$ cat config.mk
export PLATFORM = sky130hd
export DESIGN_NAME = jtag_gpio_seq
export DESIGN_NICKNAME = d
export VERILOG_FILES = /design/src/rtl/jtag_gpio_seq.sv
export SDC_FILE = /design/constraint.sdc
export NUM_CORES = 1
export LEC_CHECK = 0
export BUFFER_PORTS_ARGS = -buffer_cell sky130_fd_sc_hd__clkbuf_2
export CORE_MARGIN = 5
export CORE_UTILIZATION = 43
export DETAILED_ROUTE_END_ITERATION = 10
export PLACE_DENSITY = 0.61
export SLEW_MARGIN = 25
export SYNTH_ARGS = -nofsm -noshare
export SYNTH_HDL_FRONTEND = slang
export SYNTH_SLANG_ARGS = --single-unit
$ cat constraint.sdc
create_clock -name clk -period 2.7 [get_ports clk]
set_clock_uncertainty 0.05 [all_clocks]
set_input_delay 0.405 -clock clk [delete_from_list [all_inputs] [get_ports clk]]
set_output_delay 0.405 -clock clk [all_outputs]
set_load 0.05 [all_outputs]
$ cat src/rtl/jtag_gpio_seq.sv
// Bit-bang JTAG master: IR-scans a GPIO opcode, then DR-scans {update_flag, value}.
// Optional build macro JTAG_GPIO_SEQ_TAP_RESET_EN: TMS=1 x5, 0 x1 after every reset.
module jtag_gpio_seq #(
    parameter int                NR_GPIOS            = 1,
    parameter int                IR_LEN              = 4,
    parameter logic [IR_LEN-1:0] GPIO_DATA_IR_CODE   = 4'h2,
    parameter logic [IR_LEN-1:0] GPIO_CONFIG_IR_CODE = 4'h3,
    parameter int                TCK_HALF_PERIOD     = 2
) (
    input  logic                clk,
    input  logic                reset,
    input  logic                cmd_valid,
    output logic                cmd_ready,
    input  logic                cmd_config,
    input  logic                cmd_write,
    input  logic [NR_GPIOS-1:0] cmd_wdata,
    output logic                rsp_valid,
    input  logic                rsp_ready,
    output logic [NR_GPIOS-1:0] rsp_rdata,
    output logic                busy,
    output logic                jtag_tck,
    output logic                jtag_tms,
    output logic                jtag_tdi,
    input  logic                jtag_tdo
);

    // state       | meaning
    // S_IDLE      | TAP parked in Run-Test/Idle, waiting for a command
    // S_START     | command latched, first TCK period starts next clk
    // S_SEL_IR    | TMS 1,1,0,0 towards Shift-IR
    // S_SHIFT_IR  | opcode shifted LSB first
    // S_UPD_IR    | TMS 1,1,0,0 through Update-IR to Shift-DR
    // S_SHIFT_DR  | {write, wdata} out, TDO captured in
    // S_UPD_DR    | TMS 1,0 through Update-DR back to Run-Test/Idle
    // S_RSP       | response held until rsp_ready
    // S_RST_START | after reset, TAP reset sequence starts next clk
    // S_TAP_RST   | TMS 1 x5 then 0 x1
    typedef enum logic [3:0] {
        S_IDLE, S_START, S_SEL_IR, S_SHIFT_IR, S_UPD_IR,
        S_SHIFT_DR, S_UPD_DR, S_RSP, S_RST_START, S_TAP_RST
    } state_t;

    localparam int DR_LEN  = NR_GPIOS + 1;
    localparam int MAX_A   = (IR_LEN > DR_LEN) ? IR_LEN : DR_LEN;
    localparam int MAX_LEN = (MAX_A > 6) ? MAX_A : 6;
    localparam int IDXW    = $clog2(MAX_LEN);
    localparam int PHW     = (TCK_HALF_PERIOD > 1) ? $clog2(TCK_HALF_PERIOD) : 1;
    localparam logic [PHW-1:0] PH_LOAD = PHW'(TCK_HALF_PERIOD - 1);

    state_t              state, nxt_state;
    logic [IDXW-1:0]     idx, nxt_idx;
    logic                nxt_tms;
    logic [PHW-1:0]      phase_cnt;
    logic [IR_LEN-1:0]   ir_sh;
    logic [DR_LEN-1:0]   dr_sh;
    logic [NR_GPIOS-1:0] cap_sh;
    logic                launch;

    assign launch = (state == S_START) || (state == S_RST_START);

    // Segment/index of the TCK period that begins at the next period boundary.
    always_comb begin
        nxt_state = state;
        nxt_idx   = idx + 1'b1;
        case (state)
            S_START:     begin nxt_state = S_SEL_IR;  nxt_idx = '0; end
            S_RST_START: begin nxt_state = S_TAP_RST; nxt_idx = '0; end
            S_SEL_IR:    if (idx == IDXW'(3))          begin nxt_state = S_SHIFT_IR; nxt_idx = '0; end
            S_SHIFT_IR:  if (idx == IDXW'(IR_LEN - 1)) begin nxt_state = S_UPD_IR;   nxt_idx = '0; end
            S_UPD_IR:    if (idx == IDXW'(3))          begin nxt_state = S_SHIFT_DR; nxt_idx = '0; end
            S_SHIFT_DR:  if (idx == IDXW'(NR_GPIOS))   begin nxt_state = S_UPD_DR;   nxt_idx = '0; end
            S_UPD_DR:    if (idx == IDXW'(1))          begin nxt_state = S_RSP;      nxt_idx = '0; end
            S_TAP_RST:   if (idx == IDXW'(5))          begin nxt_state = S_IDLE;     nxt_idx = '0; end
            default: ;
        endcase
        case (nxt_state)
            S_SEL_IR, S_UPD_IR: nxt_tms = (nxt_idx < IDXW'(2));
            S_SHIFT_IR:         nxt_tms = (nxt_idx == IDXW'(IR_LEN - 1));
            S_SHIFT_DR:         nxt_tms = (nxt_idx == IDXW'(NR_GPIOS));
            S_UPD_DR:           nxt_tms = (nxt_idx == '0);
            S_TAP_RST:          nxt_tms = (nxt_idx != IDXW'(5));
            default:            nxt_tms = 1'b0;
        endcase
    end

    always_ff @(posedge clk) begin
        if (reset) begin
            rsp_valid <= 1'b0;
            rsp_rdata <= '0;
            jtag_tck  <= 1'b0;
            jtag_tms  <= 1'b1;
            jtag_tdi  <= 1'b0;
            idx       <= '0;
            phase_cnt <= '0;
            ir_sh     <= '0;
            dr_sh     <= '0;
            cap_sh    <= '0;
`ifdef JTAG_GPIO_SEQ_TAP_RESET_EN
            state     <= S_RST_START;
            cmd_ready <= 1'b0;
            busy      <= 1'b1;
`else
            state     <= S_IDLE;
            cmd_ready <= 1'b1;
            busy      <= 1'b0;
`endif
        end else begin
            case (state)
                S_IDLE: begin
                    if (cmd_valid && cmd_ready) begin
                        ir_sh     <= cmd_config ? GPIO_CONFIG_IR_CODE : GPIO_DATA_IR_CODE;
                        dr_sh     <= {cmd_write, cmd_wdata};
                        idx       <= '0;
                        cmd_ready <= 1'b0;
                        busy      <= 1'b1;
                        state     <= S_START;
                    end
                end
                S_RSP: begin
                    if (rsp_ready) begin
                        rsp_valid <= 1'b0;
                        cmd_ready <= 1'b1;
                        busy      <= 1'b0;
                        state     <= S_IDLE;
                    end
                end
                default: begin
                    if (launch || (jtag_tck && phase_cnt == '0)) begin
                        // Period boundary: TCK falls, TMS/TDI move to the next period's values.
                        jtag_tck  <= 1'b0;
                        phase_cnt <= PH_LOAD;
                        state     <= nxt_state;
                        idx       <= nxt_idx;
                        jtag_tms  <= nxt_tms;
                        jtag_tdi  <= 1'b0;
                        if (nxt_state == S_SHIFT_IR) begin
                            jtag_tdi <= ir_sh[0];
                            ir_sh    <= ir_sh >> 1;
                        end
                        if (nxt_state == S_SHIFT_DR) begin
                            jtag_tdi <= dr_sh[0];
                            dr_sh    <= dr_sh >> 1;
                        end
                        if (nxt_state == S_RSP) begin
                            rsp_valid <= 1'b1;
                            rsp_rdata <= cap_sh;
                        end
                        if (nxt_state == S_IDLE) begin
                            cmd_ready <= 1'b1;
                            busy      <= 1'b0;
                        end
                    end else if (phase_cnt != '0) begin
                        phase_cnt <= phase_cnt - 1'b1;
                    end else begin
                        jtag_tck  <= 1'b1;
                        phase_cnt <= PH_LOAD;
                        // Only the first NR_GPIOS bits are data; the captured flag bit is dropped.
                        if (state == S_SHIFT_DR && idx != IDXW'(NR_GPIOS)) begin
                            cap_sh[NR_GPIOS-1] <= jtag_tdo;
                            for (int i = 0; i < NR_GPIOS - 1; i++)
                                cap_sh[i] <= cap_sh[i+1];
                        end
                    end
                end
            endcase
        end
    end

endmodule

==> reports/qor.txt, run 1 <==
Status -> complete, no violations
Synth Cell Area -> 1530 µm²
Final hold violations -> 0
Post-Synthesis Mean Instance Area -> 8.04 µm²
Net count, final -> 214
Final WS setup -> 0.297 ns
Layout filler cell count -> 347
Worst path most repeated cell -> ha_1
DP Worst Slack -> 0.307 ns
WL/cell -> 15.0 µm
Cell Rows -> 21
Worst R2R Start -> idx[0]
Synth top area cells -> dfxtp_1 (26%), a21oi_1 (5.6%), nor2_1 (4.4%)
Total power -> 1.59 mW
Area leader, netlist -> dfxtp_1
WL final -> 3680 µm
Reg2reg path depth -> 8
Top cells by count, synth -> dfxtp_1 (20), nor2_1 (18), a21oi_1 (17)
Total core area -> 3390 µm²
Die W -> 69.6 µm
Layout area overhead -> 7.21%
Crit path cell chain -> ha_1 > ha_1 > nand2b_1 > maj3_1 > o221ai_2 > o211ai_1 > o2111a_1 > o32a_1
CP max stage cell -> dfxtp_1
RSZ-0062 raised after global routing -> no
Detailed placement HPWL -> 2840 µm
Number of flops mapped to enable cells by yosys -> 0
FF-to-FF setup slack -> 0.30 ns
Ant diodes -> 0
Synthesized flop and latch total -> 20
Slew Viols, Final -> 0
Synth Net Count -> 202
Clock Path Buffers -> 2
Ys Warns -> 0
H-tree level count -> 1
Yosys top cell area share -> 26.2%
DR pass1 iterations -> 4
DR DRC count -> 0
Io pins -> 15
Critical path launch point type -> flip-flop
WP data arrival -> 2.55 ns
PortBufs -> 14
Sequential area share after synthesis -> 26.2%
CP Data Required Time -> 2.85 ns
Synth unique cells -> 57
Gr usage total -> 16.4%
Worst Tran Pin Value -> 0.655 ns
Highest clock rate -> 416 MHz
First-pass GRT wire length -> 6660 µm
CP Class -> flip-flop to flip-flop
Crit path time final -> 2.40 ns
Postcts setup bufs -> 0
Final Setup Violations -> 0
# resized after CTS -> 0
Max-Cap Viols -> 0
Worst Setup End Kind -> flip-flop
DR iter-0 viols -> 88
Via/cell ratio -> 5.86
Critical Path Max Stage Delay -> 0.43 ns
Total global routing overflow -> 0
Via count -> 1441
CTS clock-pin slew for the worst setup and hold paths -> 0.11 ns
Power Dens Cells -> 971 nW/µm²
Post-route ant nets -> 0
Reg-to-Reg End -> jtag_tms
CTS Buf Count -> 3
Vias in the first global route -> 1432
Post-synth ARST share -> 0%
Gpl congestion -> 0.938
Main synth FF type -> dfxtp_1
CP Max Fanout -> 7
CTS sink cnt -> 20
Post-route core utilization -> 48.3%
Post-CTS Hold Fix Bufs -> 0
Min-Delay Path Depth -> 3
CTS tree -> built
Layout cells sized above 1 -> 19.0%
Worst Hold Path EP -> dr_sh[1]
LEAKAGE -> 0.623 nW
Worst-skew pair later-pin latency -> 0.30 ns
Die Y -> 69.6 µm
Worst relative slew slack -> 56.0%
Die area -> 4840 µm²
Initial antenna violation count -> 0
Clock root cell -> clkbuf_4
Min-Delay Path Class -> input pin to flip-flop
Most frequent cell after synthesis -> dfxtp_1
Max rail drop VDD -> 0.403 mV
Fin Setup TNS -> 0 ns
Pin count of the biggest net entering global routing -> 23
Worst hold slack -> 0.283 ns
Period utilisation layout -> 89.0%
Origin of the worst min-delay path -> cmd_write
Synthesized instance count -> 190
Initial Util -> 45.1%
## cells in the final DEF, fill, tap and decap left out, types with 3 or more instances in the layout
cell type / Yosys / layout
dfxtp_1: 20 / 20
nor2_1: 18 / 18
a21oi_1: 17 / 17
clkbuf_2: 0 / 14
nand2_1: 11 / 11
nand2b_1: 9 / 9
nor3_1: 8 / 8
o21ai_0: 7 / 7
inv_1: 6 / 6
a21o_1: 5 / 5
a22oi_1: 5 / 5
nand3_1: 4 / 4
o31a_1: 4 / 4
o21a_1: 4 / 4
ha_1: 4 / 4
buf_4: 0 / 4
o21bai_1: 3 / 3
o21ai_1: 3 / 3
nor4_1: 3 / 3
nor2b_1: 3 / 3
o211ai_1: 3 / 3
mux2i_1: 3 / 3
clkbuf_4: 0 / 3
## flip-flops by register name (all words and copies together) (netlist names)
register / flops
cap_sh: 1
phase_cnt: 1
jtag_tms: 1
idx: 3
ir_sh: 2
rsp_valid: 1
dr_sh: 2
rsp_rdata: 1
jtag_tck: 1
cmd_ready: 1
busy: 1
state: 4
jtag_tdi: 1
## logic make-up after synthesis
kind of cell             synth area share, %
AO/OA/AOI/OAI                           32.7
adder cells (fa/ha/maj)                 3.93
multiplexers                            1.97
flip-flops                              26.2
AND/OR/NAND/NOR                         28.7
buffers and inverters                   6.47
## power breakdown
part	leakage [nW]	switching [mW]	internal (mW)	total, mW
registers	0.164	0.0896	0.370	0.459
logic	0.446	0.614	0.374	0.988
clock network	0.0138	0.0900	0.0520	0.142
## worst max path at each step
stage	startpoint	endpoint	slack [ns]	cells past startpoint
3_3_place_gp	idx[0]	jtag_tms	0.40	8
2_1_floorplan	idx[0]	jtag_tms	0.50	8
4_1_cts	idx[0]	jtag_tms	0.29	8
5_1_grt	idx[0]	jtag_tms	0.06	8
6_report	idx[0]	jtag_tms	0.30	8
3_5_place_dp	idx[0]	jtag_tms	0.31	8
## cell type report
cell class                 instances  area [µm²]  share of cell area [%]
timing repair buffer              18         100                    6.11
clock buffer                       3        22.5                    1.38
sequential                        20         400                    24.4
multi-input combinational        152        1030                    62.8
inverter                           7        28.8                    1.76
tap                               46        57.6                    3.51
## stage by stage
step / cells / cell area [µm²]
3_3_place_gp: 243 / 1620
5_1_grt: 246 / 1640
2_1_floorplan: 190 / 1530
6_report: 246 / 1640
4_1_cts: 246 / 1640
3_5_place_dp: 243 / 1620
## worst max-delay path, delay by kind of cell, from the launching register on
family / cells / cell delay, ns
AO/OA/AOI/OAI: 4 / 0.83
AND/OR/NAND/NOR: 1 / 0.11
flip-flops: 1 / 0.43
adder cells (fa/ha/maj): 3 / 0.88
## routing by layer
| layer | vias to the layer above | wire length (µm) | track usage, % |
|---|---|---|---|
| met5 | - | 0 | 0 |
| met4 | 0 | 95 | 7.38 |
| li1 | 729 | - | - |
| met2 | 35 | 1730 | 25.7 |
| met1 | 669 | 1720 | 22.1 |
| met3 | 8 | 137 | 2.03 |
(Power assumes the default switching activity.)
==> run 2: changes to the inputs <==
==> constraint.sdc (replaced) <==
create_clock -name clk -period 2.9 [get_ports clk]
set_clock_uncertainty 0.05 [all_clocks]
set_input_delay 0.435 -clock clk [delete_from_list [all_inputs] [get_ports clk]]
set_output_delay 0.435 -clock clk [all_outputs]
set_load 0.05 [all_outputs]
==> reports/qor.txt, run 2 (same netlist as run 1, synthesis figures left out) <==
CP Class -> flip-flop to flip-flop
Max-Cap Viols -> 0 (unchanged)
Worst relative slew slack -> 49.5% (-6.5 points)
Cell family with most CP delay -> flip-flops
Net count, final -> 212 (-0.93%)
CTS clock-pin slew for the worst setup and hold paths -> 0.11 ns (about the same)
Max FFs per register -> 4 (unchanged)
Clock Path Buffers -> 2 (unchanged)
Via/cell ratio -> 5.77 (-1.6%)
Gr usage total -> 15.5% (-0.84 points)
Reg-to-Reg End -> ir_sh[0]
Worst R2R Start -> state[1]
PortBufs -> 14 (unchanged)
Reg2reg path depth -> 6 (-2)
First-pass GRT wire length -> 6380 µm (-4.3%)
Cell Rows -> 21 (unchanged)
Buf+Inv Stages, Crit Path -> 0 (unchanged)
Layout area overhead -> 6.22%
Initial antenna violation count -> 0 (unchanged)
CP Data Required Time -> 3.06 ns (+0.21 ns)
Post-route ant nets -> 0 (unchanged)
FF-to-FF setup slack -> 0.46 ns (+0.17 ns)
Die Y -> 69.6 µm (unchanged)
Via count -> 1407 (-2.4%)
Power Dens Cells -> 895 nW/µm² (-7.8%)
Gpl congestion -> 0.936 (-0.13%)
CTS Buf Count -> 3 (unchanged)
Critical Path Max Stage Delay -> 0.83 ns (+0.40 ns)
Slew Viols, Final -> 0 (unchanged)
WL final -> 3620 µm (-1.5%)
Final Setup Violations -> 0 (unchanged)
Period utilisation layout -> 84.0% (-5.0 points)
Crit path cell chain -> nor4_4 > a21oi_1 > and2_1 > nor2_4 > o31a_1 > a311oi_1
WP data arrival -> 2.59 ns (+0.04 ns)
Min-Delay Path Class -> input pin to flip-flop
H-tree level count -> 1 (unchanged)
Setup crit start -> state[1]
CP max stage cell -> dfxtp_1
DR iter-0 viols -> 75 (-15%)
Post-CTS Hold Fix Bufs -> 0 (unchanged)
Stages on worst setup path -> 6 (-2)
Commonest non-fill, non-tap cells in the layout -> dfxtp_1 (20), nor2_1 (18), a21oi_1 (17), clkbuf_2 (14), nand2_1 (11)
Biggest regs -> state (4), idx (3)
WL/cell -> 14.9 µm (-0.71%)
Clock root cell -> clkbuf_4
Max rail drop VDD -> 0.477 mV (+18%)
Total core area -> 3390 µm² (unchanged)
Status -> complete, no violations
Pin count of the biggest net entering global routing -> 23 (unchanged)
CP Max Fanout -> 22 (+15)
Total global routing overflow -> 0 (unchanged)
Crit path time final -> 2.44 ns (+0.0322 ns)
Postcts setup bufs -> 0 (unchanged)
Critical path launch point type -> flip-flop
CTS tree -> built
DP Worst Slack -> 0.496 ns (+0.189 ns)
# resized after CTS -> 0 (unchanged)
LEAKAGE -> 0.613 nW (-1.7%)
Fin Setup TNS -> 0 ns (unchanged)
DR DRC count -> 0 (unchanged)
Worst-skew pair later-pin latency -> 0.30 ns (about the same)
Vias in the first global route -> 1375 (-4.0%)
Setup crit end -> ir_sh[0]
RSZ-0062 raised after global routing -> no
Post-route core utilization -> 47.9% (-0.44 points)
Top reg by flops -> state
Initial Util -> 45.1% (unchanged)
Io pins -> 15 (unchanged)
Detailed placement HPWL -> 2770 µm (-2.6%)
Worst Setup End Kind -> flip-flop
CTS sink cnt -> 20 (unchanged)
Layout cells sized above 1 -> 18.2% (-0.82 points)
DR pass1 iterations -> 4 (unchanged)
Die W -> 69.6 µm (unchanged)
Most common cell after layout, fill and taps aside -> dfxtp_1
Highest clock rate -> 411 MHz (-1.3%)
Die area -> 4840 µm² (unchanged)
Ant diodes -> 0 (unchanged)
Final hold violations -> 0 (unchanged)
Final WS setup -> 0.465 ns (+0.168 ns)
Worst Tran Pin Value -> 0.756 ns (+0.101 ns)
==> run 2: power breakdown <==
part           switching (mW)  internal, mW  total (mW)
Combinational           0.536         0.336       0.872
Sequential              0.107         0.344       0.451
Clock                  0.0809        0.0483       0.129
==> run 2: worst min-delay path by stage <==
stage,end,startpoint,slack [ns],cells after the start
global placement,rsp_valid,rsp_valid,0.40,1
CTS,dr_sh[1],cmd_write,0.31,3
finish,dr_sh[1],cmd_write,0.32,3
floorplan,dr_sh[1],dr_sh[1],0.40,2
detailed placement,rsp_valid,rsp_valid,0.40,1
global route,dr_sh[1],cmd_write,0.33,3
==> run 2: layer usage <==
layer	up-vias	track usage [%]	wire length [µm]
li1	726	-	-
met1	639	19.6	1710
met2	36	26.2	1740
met3	6	2.32	132
met4	0	6.29	41
met5	-	0	0
==> run 2: metrics by stage <==
step	instance area, µm²	std cells	hold WS (ns)	power (mW)
global route	1620	244	0.327	1.58
global placement	1600	241	0.397	1.31
floorplan	1530	190	0.398	1.17
CTS	1620	244	0.313	1.46
detailed placement	1600	241	0.403	1.32
finish	1620	244	0.320	1.45
==> run 2: layout make-up <==
| class | instances | area, µm² |
|---|---|---|
| fill | 349 | 1770 |
| multi-input combinational | 152 | 1030 |
| clock buffer | 3 | 22.5 |
| tap | 46 | 57.6 |
| inverter | 7 | 28.8 |
| sequential | 20 | 400 |
| timing repair buffer | 16 | 85.1 |
==> run 2: worst reg2reg max path, stage by stage, from the launching register on <==
cell	delay [ns]
dfxtp_1	0.83
nor4_4	0.20
a21oi_1	0.20
and2_1	0.46
nor2_4	0.13
o31a_1	0.25
a311oi_1	0.23
==> run 3: changes to the inputs <==
==> constraint.sdc (replaced) <==
create_clock -name clk -period 2.3 [get_ports clk]
set_clock_uncertainty 0.05 [all_clocks]
set_input_delay 0.345 -clock clk [delete_from_list [all_inputs] [get_ports clk]]
set_output_delay 0.345 -clock clk [all_outputs]
set_load 0.05 [all_outputs]
==> reports/qor.txt, run 3 (same netlist as run 1, synthesis figures left out) <==
Crit path time final -> 2.17 ns (-0.269 ns)
Worst hold slack -> 0.207 ns (-0.113 ns)
CP Class -> flip-flop to flip-flop
Die area -> 4840 µm² (unchanged)
Total power -> 2.04 mW (+41%)
CP Max Fanout -> 4 (-82%)
Placed Area -> 1700 µm² (+6.1%)
Gpl congestion -> 0.899 (-4.0%)
Period utilisation layout -> 94.2% (+10 points)
Fin Setup TNS -> 0 ns (unchanged)
Via/cell ratio -> 5.88 (+1.9%)
CTS tree -> built
Top reg by flops -> state
Worst R2R Start -> idx[0]
Worst relative slew slack -> 67.7% (+18 points)
CP Data Required Time -> 2.46 ns (-0.60 ns)
WL final -> 3930 µm (+8.6%)
Min-Delay Path Class -> input pin to flip-flop
RSZ-0062 raised after global routing -> no
Setup crit start -> idx[0]
Layout area overhead -> 16.5%
Design Area, Final -> 1780 µm² (+9.6%)
WL/cell -> 15.2 µm (+2.3%)
Layout cells sized above 1 -> 26.8% (+8.6 points)
H-tree level count -> 1 (unchanged)
Highest clock rate -> 462 MHz (+12%)
Max FFs per register -> 4 (unchanged)
Biggest regs -> state (4), idx (3)
Max-Cap Viols -> 0 (unchanged)
Worst-skew pair later-pin latency -> 0.31 ns (about the same)
DR pass1 iterations -> 4 (unchanged)
Status -> complete, no violations
Pin count of the biggest net entering global routing -> 23 (unchanged)
Commonest non-fill, non-tap cells in the layout -> nor2_1 (18), dfxtp_1 (18), a21oi_1 (17), buf_4 (16), clkbuf_2 (14)
Detailed placement HPWL -> 2980 µm (+7.9%)
CTS sink cnt -> 20 (unchanged)
WP data arrival -> 2.33 ns (-0.26 ns)
Clock Path Buffers -> 2 (unchanged)
CTS clock-pin slew for the worst setup and hold paths -> 0.11 ns (about the same)
Origin of the worst min-delay path -> cmd_write
Die W -> 69.6 µm (unchanged)
DR DRC count -> 0 (unchanged)
Post-CTS Hold Fix Bufs -> 0 (unchanged)
Initial Util -> 45.1% (unchanged)
Post-route ant nets -> 0 (unchanged)
Slew Viols, Final -> 0 (unchanged)
Final hold violations -> 0 (unchanged)
Max rail drop VDD -> 0.586 mV (+23%)
Cell Rows -> 21 (unchanged)
Critical path launch point type -> flip-flop
Gr usage total -> 16.1% (+0.55 points)
Net count, final -> 226 (+6.6%)
Initial antenna violation count -> 0 (unchanged)
Total core area -> 3390 µm² (unchanged)
DR iter-0 viols -> 125 (+67%)
Via count -> 1522 (+8.2%)
Total global routing overflow -> 0 (unchanged)
CTS Buf Count -> 3 (unchanged)
PortBufs -> 14 (unchanged)
Clock root cell -> clkbuf_4
Worst Tran Pin Value -> 0.483 ns (-0.273 ns)
Power Dens Cells -> 1150 nW/µm² (+28%)
Vias in the first global route -> 1428 (+3.9%)
Worst Setup End Kind -> flip-flop
LEAKAGE -> 0.695 nW (+13%)
Die Y -> 69.6 µm (unchanged)
First-pass GRT wire length -> 6620 µm (+3.8%)
Final Setup Violations -> 0 (unchanged)
Ant diodes -> 0 (unchanged)
Io pins -> 15 (unchanged)
Post-route core utilization -> 52.5% (+4.6 points)
[run 3: cell count changes in the layout (fill, tap and decap cells not counted), moves of 2 or more]
cell / delta
ha_1: -2
buf_4: +14
dfxtp_1: -2
dfxtp_2: +2
[run 3: critical path: stages, from the launching register on]
cell	delay, ns
dfxtp_2	0.36
ha_1	0.21
ha_4	0.16
nand2b_1	0.06
maj3_1	0.36
o221ai_2	0.21
o211ai_1	0.16
o2111a_1	0.16
o32a_1	0.33
[run 3: final cells by class]
type                            instances  area, µm²
Fill cell                             347       1610
Multi-Input combinational cell        152       1060
Sequential cell                        20        403
Timing Repair Buffer                   30        190
Tap cell                               46       57.6
Clock buffer                            4       36.3
Inverter                                7       28.8
[run 3: through the flow]
| step | worst slack, ns | instances |
|---|---|---|
| floorplan | 0.104 | 190 |
| global placement | 0.129 | 254 |
| detailed placement | 0.0439 | 254 |
| CTS | 0.0221 | 258 |
| global route | 0.00418 | 259 |
| finish | 0.134 | 259 |
[run 3: where the power goes]
group          internal [mW]  switching (mW)
Sequential             0.438          0.0861
Clock                 0.0968           0.114
Combinational          0.533           0.771
Total                   1.07           0.972
[run 3: repair_timing]
| action | 4_1_cts | 5_1_grt |
|---|---|---|
| gates resized for setup | 0 | 8 |
| setup endpoints to repair | 0 | 3 |
| buffers inserted | 0 | 1 |
[run 3: path summary, 6_finish.rpt]
| kind | endpoint | slack [ns] | cells after the start |
|---|---|---|---|
| min reg2reg | dr_sh[1] | 0.43 | 2 |
| max reg2reg | jtag_tms | 0.13 | 8 |
| max | jtag_tms | 0.13 | 8 |
| min | dr_sh[1] | 0.21 | 3 |
[run 3: metal layers]
metal	vias up	part of all wire (%)	track usage [%]
li1	755	-	-
met1	719	48	21.6
met2	37	47	26.4
met3	11	3.2	1.74
met4	0	1.9	5.64
met5	-	0	0
